### src/rtl/spike_event_logger.sv
// Timestamps per-channel spike pulses into a first-word-fall-through FIFO read
// out on a valid/ready stream, and asks the time manager to freeze emulated time when nearly full.
module spike_event_logger #(
    parameter int N_CH         = 4,
    parameter int TIME_WIDTH   = 64,
    parameter int DT_WIDTH     = 32,
    parameter int DEPTH        = 16,
    parameter int STALL_MARGIN = 2,
    parameter int CNT_WIDTH    = 16,
    localparam int SEL_W       = (N_CH > 1) ? $clog2(N_CH) : 1
) (
    input  logic                  emu_clk,
    input  logic                  emu_rst_n,
    input  logic [TIME_WIDTH-1:0] emu_time,
    input  logic [N_CH-1:0]       spike_in,
    input  logic                  log_en,
    output logic                  ev_valid,
    input  logic                  ev_ready,
    output logic [TIME_WIDTH-1:0] ev_time,
    output logic [N_CH-1:0]       ev_mask,
    output logic [DT_WIDTH-1:0]   dt_req_stall,
    input  logic [SEL_W-1:0]      cnt_sel,
    output logic [CNT_WIDTH-1:0]  cnt_out,
    output logic [CNT_WIDTH-1:0]  drop_cnt,
    output logic                  overflow
);

    localparam int PW    = $clog2(DEPTH);
    localparam int CW    = PW + 1;
    localparam int REC_W = TIME_WIDTH + N_CH;
    localparam logic [CW-1:0] DEPTH_C    = CW'(DEPTH);
    localparam logic [CW-1:0] STALL_TH_C = CW'(DEPTH - STALL_MARGIN);

    logic [REC_W-1:0]      mem [DEPTH];
    logic [PW-1:0]         wr_ptr_reg, rd_ptr_reg;
    logic [PW-1:0]         wr_ptr_next, rd_ptr_next;
    logic [CW-1:0]         count_reg, count_next;
    logic                  ev_valid_reg;
    logic [TIME_WIDTH-1:0] ev_time_reg;
    logic [N_CH-1:0]       ev_mask_reg;
    logic [DT_WIDTH-1:0]   dt_req_reg;
    logic [CNT_WIDTH-1:0]  cnt_out_reg;
    logic [CNT_WIDTH-1:0]  drop_cnt_reg;
    logic                  overflow_reg;
    logic [CNT_WIDTH-1:0]  cnt_val [N_CH];

    logic             push_req, pop, full, push_ok, drop, bypass;
    logic [REC_W-1:0] rec_in;

    always_comb begin
        rec_in      = {emu_time, spike_in};
        push_req    = log_en && (|spike_in);
        pop         = ev_valid_reg && ev_ready;
        full        = (count_reg == DEPTH_C);
        push_ok     = push_req && (!full || pop);
        drop        = push_req && full && !pop;
        rd_ptr_next = pop     ? rd_ptr_reg + PW'(1) : rd_ptr_reg;
        wr_ptr_next = push_ok ? wr_ptr_reg + PW'(1) : wr_ptr_reg;
        count_next  = count_reg;
        if (push_ok && !pop)
            count_next = count_reg + CW'(1);
        else if (pop && !push_ok)
            count_next = count_reg - CW'(1);
        // The new head is the record being written right now: forward it past the array.
        bypass = push_ok && (rd_ptr_next == wr_ptr_reg);
    end

    always_ff @(posedge emu_clk) begin
        if (push_ok)
            mem[wr_ptr_reg] <= rec_in;
    end

    always_ff @(posedge emu_clk or negedge emu_rst_n) begin
        if (!emu_rst_n) begin
            wr_ptr_reg   <= '0;
            rd_ptr_reg   <= '0;
            count_reg    <= '0;
            ev_valid_reg <= 1'b0;
            ev_time_reg  <= '0;
            ev_mask_reg  <= '0;
            dt_req_reg   <= '1;
        end else begin
            wr_ptr_reg   <= wr_ptr_next;
            rd_ptr_reg   <= rd_ptr_next;
            count_reg    <= count_next;
            ev_valid_reg <= (count_next != '0);
            if (count_next != '0) begin
                if (bypass)
                    {ev_time_reg, ev_mask_reg} <= rec_in;
                else
                    {ev_time_reg, ev_mask_reg} <= mem[rd_ptr_next];
            end
            dt_req_reg <= (count_next >= STALL_TH_C) ? '0 : '1;
        end
    end

    // Per-channel counters see every enabled spike, even ones whose record is dropped.
    generate
        for (genvar gi = 0; gi < N_CH; gi++) begin : g_ch
            logic [CNT_WIDTH-1:0] cnt_reg;
            always_ff @(posedge emu_clk or negedge emu_rst_n) begin
                if (!emu_rst_n)
                    cnt_reg <= '0;
                else if (log_en && spike_in[gi] && (cnt_reg != '1))
                    cnt_reg <= cnt_reg + CNT_WIDTH'(1);
            end
            assign cnt_val[gi] = cnt_reg;
        end
    endgenerate

    always_ff @(posedge emu_clk or negedge emu_rst_n) begin
        if (!emu_rst_n) begin
            cnt_out_reg  <= '0;
            drop_cnt_reg <= '0;
            overflow_reg <= 1'b0;
        end else begin
            cnt_out_reg <= (32'(cnt_sel) < N_CH) ? cnt_val[cnt_sel] : '0;
            if (drop && (drop_cnt_reg != '1))
                drop_cnt_reg <= drop_cnt_reg + CNT_WIDTH'(1);
            if (drop)
                overflow_reg <= 1'b1;
        end
    end

    assign ev_valid     = ev_valid_reg;
    assign ev_time      = ev_time_reg;
    assign ev_mask      = ev_mask_reg;
    assign dt_req_stall = dt_req_reg;
    assign cnt_out      = cnt_out_reg;
    assign drop_cnt     = drop_cnt_reg;
    assign overflow     = overflow_reg;

endmodule

### config.mk
export PLATFORM = sky130hd
export DESIGN_NAME = spike_event_logger
export DESIGN_NICKNAME = d
export VERILOG_FILES = /design/src/rtl/spike_event_logger.sv
export SDC_FILE = /design/constraint.sdc
export NUM_CORES = 1
export LEC_CHECK = 0
export BUFFER_PORTS_ARGS = -buffer_cell sky130_fd_sc_hd__buf_4
export CAP_MARGIN = 20
export CORE_ASPECT_RATIO = 1.5
export CORE_UTILIZATION = 40
export CTS_BUF_LIST = sky130_fd_sc_hd__clkbuf_4
export CTS_CLUSTER_SIZE = 10
export DETAILED_ROUTE_END_ITERATION = 8
export HOLD_SLACK_MARGIN = 0.12
export MAX_ROUTING_LAYER = met4
export PLACE_DENSITY = 0.59
export SETUP_SLACK_MARGIN = 0.3
export SLEW_MARGIN = 5
export SYNTH_ARGS = -nofsm -noshare
export SYNTH_HDL_FRONTEND = slang
export SYNTH_SLANG_ARGS = --single-unit
### constraint.sdc
create_clock -name emu_clk -period 17.7 [get_ports emu_clk]
set_input_delay 3.54 -clock emu_clk [delete_from_list [all_inputs] [get_ports emu_clk]]
set_output_delay 3.54 -clock emu_clk [all_outputs]
set_load 0.02 [all_outputs]
==> qor.yml <==
min_path:
  holdCritPathClass: "flip-flop to flip-flop"
cts:
  numCtsBuffers: 327
  ctsHoldBuffers: 0
  clock_path_buffers: 4
  cts_tree: "built"
  clk_pin_slew_worst_paths_ps: 70
  cts_htree_levels: 5
  root_buffer: "clkbuf_4"
  worst_skew_pair.late_latency_ps: 1260
  postCtsSetupBuffers: 0
  cts_resized: 0
  numClockSinks: 1268
synth:
  avgSynthCellArea_um2: 13.00
  ys_types: 70
  synth_flop_cell: "edfxtp_1"
  yosysWarnings: 0
  yosysSeqAreaShare_pct: 64.03
  async_reset_ff_share_pct: 14.20
  ys_ff_latch: 1268
  synth-edff-count: 1088
  syn_inst: 4467
  synthesis.nets: 4553
  synth_area_um2: 58060
drt:
  wirelength_mm: 182.8
  wl_per_cell_um: 26.81
  ant_nets: 0
  vias: 41710
  drc: 0
  drt_iter0_drc: 3368
  vias_per_cell: 6.118
  dr.pass1.iters: 6
timing:
  fin_crit_sh_pct: 41.31
  fmax_ghz: 0.1368
  slew_viol_final: 0
  finClkSkew_ps: 80.76
  min_period_ps: 7312
  tns_ps: 0
  slew-limit-headroom_pct: 21.21
  hold_viol_final: 0
  worstMarginPinSlew_ps: 1182
  setup_violations: 0
  rsz0062_at_grt: "no"
final_layout:
  post-route-util_pct: 45.35
  layout.nets: 4761
  drive_above_1_share_pct: 19.10
  regArea_um2: 37190
  fillCellCount: 12920
  area_delta_synth_final_pct: 12.14
  largest_reg_flops: 1088
  multi_input_comb_area_um2: 18680
global_routing:
  track_usage_pct: 25.26
  grt_max_degree: 171
  grt_remaining_overflow: 0
  grt_first_pass_wirelength_mm: 267.6
  grt_pass1_vias: 42040
  antenna_found_initial: 6
setup_path:
  worstPathRequired_ps: 18830
  critPathLaunchType: "primary input"
  crit_fanout: 68
  path_class: "primary input to flip-flop"
  cp.arrival_ps: 8440
  cp-end-kind: "flip-flop"
power:
  internal-power_mw: 6.743
  pwr-share-clk_pct: 21.0
  powerDensity_nw_per_um2: 180.3
  power.share.combinational_pct: 45.3
  power.share.switching_pct: 42.57
  p_leak_nw: 22.88
  ir_drop_mv: 0.1847
  switchingPower_mw: 4.998
  seqPwrFrac_pct: 33.7
floorplan:
  core_area_um2: 143600
  ios: 208
  num_rows: 170
  die-area_um2: 146700
  start_util_pct: 40.44
  fp.dieH_um: 468.6
  die_w_um: 313.1
job:
  drv_cap: 0
outcome:
  status: "completed"
place:
  gp_congestion: 0.8088
  io_buffers: 207
  hpwl_mm: 95.13
==> metrics by stage <==
| stage | cell area (µm²) | std cells | setup WS [ps] | hold slack, ps | power [mW] |
|---|---|---|---|---|---|
| after floorplan | 58060 | 4467 | 7364 | 449.9 | 7.523 |
| after global placement | 61010 | 6235 | 9393 | 465.2 | 9.221 |
| after detailed placement | 61090 | 6238 | 9261 | 476.5 | 9.295 |
| after CTS | 65080 | 6809 | 10650 | 493.4 | 11.77 |
| after global routing | 65110 | 6818 | 10470 | 515.2 | 12.32 |
| final | 65110 | 6818 | 10390 | 481.1 | 11.74 |
==> metal layers <==
metal	vias up	wire (µm)	share of wire (%)	GRT usage, %
li1	18140	-	-	-
met1	21220	70090	38	28.94
met2	1890	92270	50	42.73
met3	463	13290	7.3	4.775
met4	0	7153	3.9	11.70
met5	-	0	0	-
==> cell families (layout without fill, tap and decap cells) <==
| logic type | Yosys count | in the layout | synth area share (%) |
|---|---|---|---|
| and+or+nand+nor | 792 | 792 | 6.681 |
| AOI/OAI and AO/OA | 1317 | 1317 | 15.63 |
| DFF | 1268 | 1268 | 64.03 |
| muxes | 437 | 437 | 7.950 |
| xor gates and xnor gates | 85 | 85 | 1.306 |
| adders and majority gates | 12 | 12 | 0.2586 |
| buffers and inverters | 556 | 1006 | 4.146 |
| other | 0 | 9 | 0 |
==> power groups by stage <==
| stage | clock, mW | sequential, mW | combinational, mW |
|---|---|---|---|
| 6_report | 2.47 | 3.95 | 5.32 |
| 5_1_grt | 2.67 | 3.99 | 5.67 |
| 4_1_cts | 2.53 | 3.95 | 5.29 |
| 2_1_floorplan | 0 | 3.98 | 3.54 |
| 3_5_place_dp | 0 | 4.01 | 5.28 |
| 3_3_place_gp | 0 | 4.01 | 5.22 |
==> cells in the mapped netlist (all sizes together), types with 33 or more instances <==
cell / number / area share (%)
o41ai: 46 / 0.71
nor2: 149 / 0.99
edfxtp: 1088 / 56
buf: 186 / 1.8
a21oi: 144 / 1.2
dfrtp: 179 / 7.7
a32o: 45 / 0.78
nor4: 62 / 0.67
nand2: 207 / 1.3
clkbuf: 228 / 1.5
inv: 141 / 0.91
mux2i: 388 / 6.7
o211ai: 35 / 0.45
a211oi: 153 / 2.0
xnor2: 54 / 0.81
nor2b: 91 / 0.98
o2111ai: 67 / 1.0
nor3: 162 / 1.4
mux2: 33 / 0.64
o22ai: 237 / 2.6
a31o: 61 / 0.92
o211a: 33 / 0.57
o21ai: 265 / 2.3
o31ai: 115 / 1.5
==> cell usage in the layout (no fill, tap or decap), types with 23 or more instances in the layout <==
cell,instances
o211a_1,33
nand4_1,23
nor3_1,158
xor2_1,29
mux2_2,27
o31ai_1,115
clkinv_1,75
nand3_1,31
clkbuf_4,476
o41ai_1,45
nor4_1,62
o211ai_1,35
a21oi_1,144
o2111ai_1,67
inv_1,136
buf_4,286
dfrtp_1,176
a32o_1,45
nor2_1,133
mux2i_1,388
and3_1,23
a211oi_1,153
o21ai_0,265
a31oi_1,28
xnor2_1,54
edfxtp_1,1088
nand2_1,205
o22ai_1,237
nor2b_1,91
a31o_2,61
==> worst paths after layout <==
check                      slack, ps  cells past startpoint                 endpoint                  from
setup / recovery               10390                     12  ev_time[24]$_DFFE_PN0P_              ev_ready
hold / removal                   480                      1     overflow$_DFFE_PN0P_  overflow$_DFFE_PN0P_
setup reg to reg               11940                     11  ev_time[24]$_DFFE_PN0P_    ev_valid$_DFF_PN0_
hold reg to reg                  480                      1     overflow$_DFFE_PN0P_  overflow$_DFFE_PN0P_
max in group asynchronous      13770                      2  rd_ptr_reg[0]$_DFF_PN0_             emu_rst_n
min in group asynchronous       2350                      1  ev_time[34]$_DFFE_PN0P_             emu_rst_n
==> area by class of cell <==
class | count | share of cell area (%)
Tap cell | 1892 | 3.636
Timing Repair Buffer | 293 | 3.528
Inverter | 142 | 0.8475
Antenna cell | 9 | 0.03459
Multi-Input combinational cell | 2643 | 28.70
Clock buffer | 476 | 5.489
Sequential cell | 1268 | 57.12
Clock inverter | 95 | 0.6496
==> critical path, cell delays in order <==
cell     delay [ps]
buf_4           340
buf_4           740
nand3_1         320
xor2_4          270
inv_6           320
buf_4           760
buf_4           890
nor4_1          110
a31o_2          250
o31ai_1         390
o22ai_1         120
mux2i_1         170
No activity file was read; power rests on OpenSTA's default activity.
